--- src/rtl/cabac_rate_pkg.sv ---
// cabac_rate_pkg: shared types and constants for the CABAC base-level tracker.
package cabac_rate_pkg;
  localparam int DEF_LEVEL_W = 16;
  localparam int DEF_IDX_W = 8;
  localparam int DEF_C1_MAX = 8;
  localparam int DEF_C2_MAX = 1;
  localparam int DEF_CG_SIZE = 16;
  localparam logic [1:0] BASE_ZERO = 2'd0;
  localparam logic [1:0] BASE_MIN = 2'd1;
  localparam logic [1:0] BASE_G1 = 2'd2;
  localparam logic [1:0] BASE_G2 = 2'd3;
  typedef enum logic {IDLE, ACTIVE} state_t;
  typedef struct packed {
    logic [1:0] base;
    logic [DEF_LEVEL_W-1:0] remaining;
    logic esc;
    logic [DEF_IDX_W-1:0] c1;
    logic [DEF_IDX_W-1:0] c2;
    logic [1:0] ctx;
    logic last;
  } result_t;
endpackage

--- src/rtl/base_level_lut.sv ---
// base_level_lut: per-coefficient baseLevel, remainder and next context counters.
module base_level_lut
  import cabac_rate_pkg::*;
#(
  parameter int LEVEL_W = DEF_LEVEL_W,
  parameter int IDX_W = DEF_IDX_W,
  parameter int C1_MAX = DEF_C1_MAX,
  parameter int C2_MAX = DEF_C2_MAX
) (
  input  logic [LEVEL_W-1:0] abs_level,
  input  logic [IDX_W-1:0]   c1,
  input  logic [IDX_W-1:0]   c2,
  input  logic [1:0]         ctx,
  output logic [1:0]         base,
  output logic [LEVEL_W-1:0] remaining,
  output logic               esc,
  output logic [IDX_W-1:0]   c1_next,
  output logic [IDX_W-1:0]   c2_next,
  output logic [1:0]         ctx_next
);
  logic nz, gt1, c1_ok, c2_ok;
  logic [LEVEL_W-1:0] base_ext;
  always_comb begin
    nz = abs_level != '0;
    gt1 = abs_level > LEVEL_W'(1);
    c1_ok = c1 < IDX_W'(C1_MAX);
    c2_ok = c2 < IDX_W'(C2_MAX);
    base = !nz ? BASE_ZERO : !c1_ok ? BASE_MIN : c2_ok ? BASE_G2 : BASE_G1;
    base_ext = LEVEL_W'(base);
    remaining = abs_level >= base_ext ? abs_level - base_ext : '0;
    esc = nz && abs_level >= base_ext;
    c1_next = nz && c1_ok ? c1 + 1'b1 : c1;
    c2_next = nz && gt1 && c1_ok && c2_ok ? c2 + 1'b1 : c2;
    // a zero greater1 context is absorbing for the rest of the group
    ctx_next = !nz ? ctx : gt1 ? 2'd0 : ctx == 2'd0 ? 2'd0 : ctx == 2'd3 ? 2'd3 : ctx + 2'd1;
  end
endmodule

--- src/rtl/cg_base_level_tracker.sv ---
// cg_base_level_tracker: streams one 4x4 group's levels, tracking c1/c2/greater1 context.
module cg_base_level_tracker
  import cabac_rate_pkg::*;
#(
  parameter int LEVEL_W = DEF_LEVEL_W,
  parameter int IDX_W = DEF_IDX_W,
  parameter int C1_MAX = DEF_C1_MAX,
  parameter int C2_MAX = DEF_C2_MAX,
  parameter int CG_SIZE = DEF_CG_SIZE
) (
  input  logic               clk,
  input  logic               rst,
  input  logic               start,
  input  logic               in_valid,
  output logic               in_ready,
  input  logic [LEVEL_W-1:0] in_abs_level,
  input  logic               in_last,
  output logic               out_valid,
  input  logic               out_ready,
  output logic [1:0]         out_base_level,
  output logic [LEVEL_W-1:0] out_remaining,
  output logic               out_esc,
  output logic [IDX_W-1:0]   out_c1_idx,
  output logic [IDX_W-1:0]   out_c2_idx,
  output logic [1:0]         out_gt1_ctx,
  output logic               out_last,
  output logic               busy,
  output logic               err_len
);
  localparam int CNT_W = $clog2(CG_SIZE + 1);
  state_t state;
  result_t r;
  logic [IDX_W-1:0] c1, c2, c1_n, c2_n;
  logic [1:0] ctx, ctx_n, base;
  logic [LEVEL_W-1:0] rem;
  logic esc, accept, at_end, last;
  logic [CNT_W-1:0] cnt;
  assign in_ready = state == ACTIVE && (!out_valid || out_ready);
  assign accept = in_valid && in_ready;
  assign at_end = cnt == CNT_W'(CG_SIZE - 1);
  assign last = in_last || at_end;
  assign busy = state == ACTIVE;
  assign out_base_level = r.base;
  assign out_remaining = r.remaining;
  assign out_esc = r.esc;
  assign out_c1_idx = r.c1;
  assign out_c2_idx = r.c2;
  assign out_gt1_ctx = r.ctx;
  assign out_last = r.last;
  base_level_lut #(
    .LEVEL_W(LEVEL_W),
    .IDX_W(IDX_W),
    .C1_MAX(C1_MAX),
    .C2_MAX(C2_MAX)
  ) u_lut (
    .abs_level(in_abs_level),
    .c1(c1),
    .c2(c2),
    .ctx(ctx),
    .base(base),
    .remaining(rem),
    .esc(esc),
    .c1_next(c1_n),
    .c2_next(c2_n),
    .ctx_next(ctx_n)
  );
  always_ff @(posedge clk) begin
    if (rst) begin
      state <= IDLE;
      out_valid <= 1'b0;
      r <= '0;
      c1 <= '0;
      c2 <= '0;
      ctx <= 2'd1;
      cnt <= '0;
      err_len <= 1'b0;
    end else begin
      if (state == IDLE && start) begin
        state <= ACTIVE;
        c1 <= '0;
        c2 <= '0;
        ctx <= 2'd1;
        cnt <= '0;
        err_len <= 1'b0;
      end
      if (accept) begin
        r <= '{base: base, remaining: rem, esc: esc, c1: c1, c2: c2, ctx: ctx, last: last};
        out_valid <= 1'b1;
        c1 <= c1_n;
        c2 <= c2_n;
        ctx <= ctx_n;
        cnt <= cnt + 1'b1;
        if (last) begin
          state <= IDLE;
          if (!in_last) err_len <= 1'b1;
        end
      end else if (out_ready) begin
        out_valid <= 1'b0;
      end
    end
  end
endmodule

--- config.mk ---
export PLATFORM = sky130hd
export DESIGN_NAME = cg_base_level_tracker
export DESIGN_NICKNAME = d
export VERILOG_FILES = /design/src/rtl/cabac_rate_pkg.sv /design/src/rtl/base_level_lut.sv /design/src/rtl/cg_base_level_tracker.sv
export SDC_FILE = /design/constraint.sdc
export NUM_CORES = 1
export LEC_CHECK = 0
export CORE_AREA = 2 2 81 83
export DETAILED_ROUTE_END_ITERATION = 8
export DIE_AREA = 0 0 83 85
export GPL_ROUTABILITY_DRIVEN = 0
export PLACE_DENSITY = 0.72
export SETUP_SLACK_MARGIN = 0.4
export SYNTH_ARGS = -nofsm -noshare
export SYNTH_HDL_FRONTEND = slang
export SYNTH_SLANG_ARGS = --single-unit
--- constraint.sdc ---
create_clock -name clk -period 5.8 [get_ports clk]
set_input_delay 0.87 -clock clk [delete_from_list [all_inputs] [get_ports clk]]
set_output_delay 0.87 -clock clk [all_outputs]
set_load 0.005 [all_outputs]
==> impl_metrics.toml, run 1 <==
[worst_setup_path]
reg2reg_to = "out_remaining[3]"
critical_path_arrival_ps = 4230
end_kind = "flip-flop"
r2r_start = "c2[0]"
r2r_cells = 13
crit_type = "in -> reg"
r2r_setup_slack_ps = 1850
cp_max_fo = 15
start_kind = "input port"
required_ps = 6030

[pwr]
power_frac_seq = 0.481
power_switching_share = 0.235
p_clk_frac = 0.414
p_leak_nw = 1.40
intPower_w = 0.000728
vdd_drop_max_uv = 172
p_per_area_nw_per_um2 = 260
switching_power_w = 0.000224
combPwrFrac = 0.105

[final_layout]
nets = 403
final_common_cell = "nand2_1"
final_cells = 454
num_antenna_cells = 0
drive_gt1_frac = 0.111
final_cell_mix = "65 x nand2_1, 64 x dfxtp_1, 63 x clkdlybuf4s50_1"
syn2layout_area_growth_pct = 31.2

[timing]
fin_ws_ps = 1800
finalHoldViolCount = 0
setup_viol = 0
relSlewSlack = 0.344
rsz0062_at_grt = "false"
worst_pin_slew_ps = 980
final_max_slew_viol_count = 0
fmax_mhz = 250
fin_skew_ps = 8.65
final.setup.tns_ps = 0
period_share = 0.689
fin_hold_ws_ps = 454
min_period_ps = 4000

[route]
highest_layer = "met4"
drc = 0
dr_wl_met2_um = 2940
routed_wl_um = 6290
antenna_left = 0
first_pass_iters = 4
wire_per_inst_um = 13.9
drt-vias-per-instance = 5.19
drtIter0Drc = 93
wl_met1_um = 2900
vias = 2355
met3WireLength_um = 336

[floorplanning]
die_w_um = 83
start_util = 0.449
rows = 29
pin_count = 64
core_area_sq_um = 6200
die_h_um = 85
dieArea_sq_um = 7060

[hold_path]
hold_path.class = "reg -> reg"
hold_depth = 2
hp-start = "out_remaining[12]"
holdPathEnd = "out_remaining[12]"

[clock_network]
cts.sinks = 64
postCtsSetupBuffers = 0
cts_buffer_depth = 2
cts_buffers = 9
clock_latency_ps = 340
cts_hold_buf = 0
post_cts_resized = 0
htree_levels = 3
root_buffer = "clkbuf_8"
clk_pin_slew_worst_paths_ps = 60
tritoncts = "done"

[global_route]
grt_usage = 0.183
gr-total-overflow = 0
grt_max_degree = 39
grt_antenna_before_repair = 0
grt_pass1_wl_um = 10400
grt_pass1_vias = 2220

[yosys]
synth.avg_cell_area_sq_um = 8.93
synth_edf_count = 0
seq_area_frac_synth = 0.460
syn-cell-area_sq_um = 2790
async_flop_share = 0
synthCells = 312
synth_cell_types = 54
synth_seq_cells = 64
syn-num-nets = 342
ys_warn_count = 0
synth-main-ff-cell = "dfxtp_1"

[placed_design]
dpl.hpwl_um = 4480
post-place-cells = 439
io_buffers = 63
place_ws_ps = 1410

[flow_run]
drv_cap = 0

[status]
status = "complete, no violations"
==> how the worst max path moves through the flow <==
| stage | startpoint | end | cells past startpoint |
|---|---|---|---|
| CTS | in_abs_level[11] | out_remaining[8] | 12 |
| floorplan | in_abs_level[11] | out_remaining[13] | 11 |
| finish | in_abs_level[11] | out_remaining[3] | 12 |
| detailed placement | in_abs_level[11] | out_remaining[3] | 12 |
| global route | c2[0] | out_remaining[14] | 12 |
| global placement | in_abs_level[11] | out_remaining[8] | 12 |
==> worst max-delay path: stages <==
cell and delay [ps]:
clkdlybuf4s50_1 570, nor3_1 130, nand3b_4 170, o32a_1 200
ha_1 170, inv_1 60, fa_1 420, nor3_2 300
nand3b_2 220, o311ai_4 820, a21oi_1 100, a21o_1 190
==> layer usage <==
metal / track usage / up-vias
met1: 0.227 / 1100
met2: 0.297 / 53
met5: 0 / -
met4: 0.0686 / 0
li1: - / 1190
met3: 0.0613 / 12
==> flip-flops by register name (all words and copies together) (netlist names) <==
signal / count
out_remaining: 16
c1: 8
c2: 8
out_c1_idx: 8
out_c2_idx: 8
cnt: 5
ctx: 2
out_base_level: 2
out_gt1_ctx: 2
busy: 1
err_len: 1
out_esc: 1
out_last: 1
out_valid: 1
==> power by group through the flow <==
| stage | Sequential (W) | Combinational, W | Clock, W |
|---|---|---|---|
| after floorplan | 0.000467 | 0.0000517 | 0 |
| after global placement | 0.000467 | 0.0000987 | 0 |
| after detailed placement | 0.000467 | 0.000100 | 0 |
| after CTS | 0.000457 | 0.000101 | 0.000401 |
| after global routing | 0.000459 | 0.000109 | 0.000421 |
| final | 0.000457 | 0.000100 | 0.000394 |
==> Yosys cell counts, types with 2 or more instances <==
cell / instances / area (sq um)
nand2_1: 65 / 244
dfxtp_1: 64 / 1280
a21oi_1: 28 / 140
nor2_1: 25 / 93.8
and3_1: 10 / 62.6
o21ai_2: 10 / 87.6
xnor2_1: 10 / 87.6
clkbuf_1: 9 / 33.8
inv_1: 9 / 33.8
ha_1: 7 / 87.6
o21ai_0: 6 / 30.0
nand3_1: 5 / 25.0
nor3_1: 5 / 25.0
o31ai_1: 5 / 37.5
nor4_1: 3 / 18.8
a21o_1: 2 / 15.0
a22o_1: 2 / 17.5
a31oi_1: 2 / 12.5
and2_1: 2 / 12.5
buf_1: 2 / 7.51
buf_2: 2 / 10.0
nand3b_1: 2 / 15.0
nor2b_1: 2 / 12.5
nor4_2: 2 / 25.0
o21a_1: 2 / 15.0
o311ai_4: 2 / 52.6
xor2_1: 2 / 17.5
==> through the flow <==
step / utilization / total power [W] / cell area (sq um)
final: 0.589 / 0.000952 / 3650
after global routing: 0.589 / 0.000989 / 3650
after CTS: 0.589 / 0.000959 / 3650
after detailed placement: 0.556 / 0.000568 / 3450
after global placement: 0.556 / 0.000566 / 3450
after floorplan: - / 0.000519 / 2790
==> cells by family (layout without fill, tap and decap cells) <==
kind of cell	after synthesis	in the layout	synth area share
DFF	64	64	0.460
and+or+nand+nor	134	134	0.239
AOI/OAI and AO/OA	67	67	0.175
xor gates and xnor gates	12	12	0.0377
adders and majority gates	8	8	0.0386
muxes	2	2	0.00764
buffers and inverters	25	90	0.0413
==> cell type report <==
type,count,area (sq um)
Clock buffer,12,165
Clock inverter,3,40.0
Fill cell,543,2550
Inverter,10,37.5
Multi-Input combinational cell,223,1390
Sequential cell,64,1280
Tap cell,77,96.3
Timing Repair Buffer,65,646
(Power assumes the default switching activity.)
==> run 2, diff against run 1 <==
- CORE_AREA: 2 2 81 83 -> 2 2 82 84
- DIE_AREA: 0 0 83 85 -> 0 0 84 86
- PLACE_DENSITY: 0.72 -> 0.73
- clock period: 5.8 -> 3.5 ns (I/O delays scaled with it)
==> run 2 against run 1 <==
  * Core utilization is 5.5 points higher
  * Global-route usage rose by 1.6 points
  * Sequential power grew 66%
  * Clock power rose by 39%
  * Flip-flop and latch count is the same
  * Via count rose by 8.0%
  * Critical endpoint unchanged
  * Sequential share of layout area decreased by 3.3 points
  * Design area up 11%
  * Clock skew up 2.5 ps
  * Clock-buffer cell count increased by 1
  * Largest power group unchanged
  * First-iteration DRC count grew 53%
==> impl_metrics.toml, run 2 (same netlist as run 1, synthesis figures left out) <==
[global_route]
grt_pass1_wl_um = 11500
grt_antenna_before_repair = 0
grt_max_degree = 38
gr-total-overflow = 0
grt_pass1_vias = 2445
grt_usage = 0.199

[route]
drtIter0Drc = 142
first_pass_iters = 4
routed_wl_um = 6990
drt-vias-per-instance = 5.18
drc = 0
wire_per_inst_um = 14.2
antenna_left = 0
vias = 2544

[clock_network]
clk_pin_slew_worst_paths_ps = 60
clock_latency_ps = 340
cts_buffer_depth = 2
root_buffer = "clkbuf_8"
htree_levels = 3
cts.sinks = 64
cts_buffers = 9
tritoncts = "done"
cts_hold_buf = 0

[pwr]
vdd_drop_max_uv = 225
switching_power_w = 0.000385
combPwrFrac = 0.137
power_switching_share = 0.255
power_frac_seq = 0.501
intPower_w = 0.00113
p_clk_frac = 0.362
p_per_area_nw_per_um2 = 374
p_leak_nw = 1.64

[flow_run]
drv_cap = 0

[hold_path]
hold_path.class = "reg -> reg"
hold_depth = 2

[worst_setup_path]
cp_top_family = "simple AND/OR/NAND/NOR gates"
cp_slowest_cell = "or4b_4"
start_kind = "flip-flop"
max_stage_delay_ps = 470
cp_max_fo = 4
path_buf_inv = 3
end_kind = "flip-flop"
path_common_cell = "inv_2"
crit_chain = "inv_2 > ha_4 > or4b_4 > nor4_4 > o32a_1 > ha_2 > inv_2 > fa_2 > nor3_4 > nand3b_4 > o311ai_4 > buf_6 > a21oi_1 > a21o_1"
crit_type = "reg -> reg"
r2r_cells = 14
critical_path_arrival_ps = 3330
crit_cells = 14
required_ps = 3730

[timing]
rsz0062_at_grt = "true"
fin_skew_ps = 11.1
worst_pin_slew_ps = 622
fmax_mhz = 323
period_share = 0.885
relSlewSlack = 0.586
setup_viol = 0
final.setup.tns_ps = 0
fin_ws_ps = 404
final_max_slew_viol_count = 0
finalHoldViolCount = 0
min_period_ps = 3100

[floorplanning]
dieArea_sq_um = 7220
rows = 29
core_area_sq_um = 6280
die_w_um = 84
die_h_um = 86
start_util = 0.444
pin_count = 64

[final_layout]
num_antenna_cells = 0
nets = 439
syn2layout_area_growth_pct = 45.1
drive_gt1_frac = 0.225
final_common_cell = "nand2_1"
final_cell_mix = "64 x nand2_1, 62 x dfxtp_1, 58 x clkdlybuf4s50_1"
largest_reg_flops = 16
final_cells = 491
n_fill_cell = 487

[placed_design]
place_ws_ps = 31.0
io_buffers = 63
post-place-cells = 463
dpl.hpwl_um = 4780

[status]
status = "complete, no violations"
run 2: changes by cell type in the layout (fill, tap and decap cells not counted), sizes merged:
cell	previous run	this run
clkdlybuf4s50	63	58
clkbuf	12	13
bufinv	1	0
buf	2	38
clkinvlp	0	1
dlymetal6s2s	0	5
run 2: metrics by stage:
| stage | power (W) | hold slack [ps] | instance area, sq um | util |
|---|---|---|---|---|
| floorplan | 0.000859 | 435 | 2790 | - |
| detailed placement | 0.000957 | 446 | 3630 | 0.578 |
| finish | 0.00151 | 456 | 4040 | 0.644 |
| global route | 0.00157 | 471 | 4040 | 0.644 |
| global placement | 0.000955 | 439 | 3630 | 0.578 |
| CTS | 0.00151 | 459 | 3950 | 0.629 |
run 2: repair_timing:
action,CTS,global route
setup buffers,7,5
setup endpoints to repair,17,17
gates resized for setup,22,14
pin swaps,10,10
run 2: power groups by stage:
| stage | registers [W] | clock network, W | logic, W |
|---|---|---|---|
| after global routing | 0.000761 | 0.000589 | 0.000225 |
| after CTS | 0.000758 | 0.000554 | 0.000199 |
| after floorplan | 0.000774 | 0 | 0.0000857 |
| after detailed placement | 0.000775 | 0 | 0.000183 |
| after global placement | 0.000774 | 0 | 0.000181 |
| final | 0.000758 | 0.000547 | 0.000207 |
run 2: final timing paths:
| kind | slack, ps | to | startpoint |
|---|---|---|---|
| worst max-delay path | 400 | out_remaining[3] | c2[0] |
| worst min-delay path | 460 | out_c1_idx[3] | out_c1_idx[3] |
| worst max register to register | 400 | out_remaining[3] | c2[0] |
| worst min register to register | 460 | out_c1_idx[3] | out_c1_idx[3] |
run 2: metal layers:
layer | up-vias | share of wire | wire length [um] | global-route usage
met5 | - | 0 | 0 | 0
li1 | 1268 | - | - | -
met3 | 14 | 0.046 | 322 | 0.0443
met4 | 0 | 0.020 | 143 | 0.103
met1 | 1202 | 0.44 | 3100 | 0.241
met2 | 60 | 0.49 | 3430 | 0.335
run 2: final cells by class:
| cell class | count | area (sq um) | area share |
|---|---|---|---|
| Inverter | 10 | 40.0 | 0.00991 |
| Multi-Input combinational cell | 223 | 1500 | 0.371 |
| Clock buffer | 13 | 149 | 0.0368 |
| Clock inverter | 3 | 17.5 | 0.00433 |
| Tap cell | 77 | 96.3 | 0.0238 |
| Sequential cell | 64 | 1280 | 0.318 |
| Timing Repair Buffer | 101 | 956 | 0.237 |
run 2: worst min-delay path, stage by stage (launching register included):
cell     delay [ps]
dfxtp_1         310
nand2_1          50
a21oi_1          50
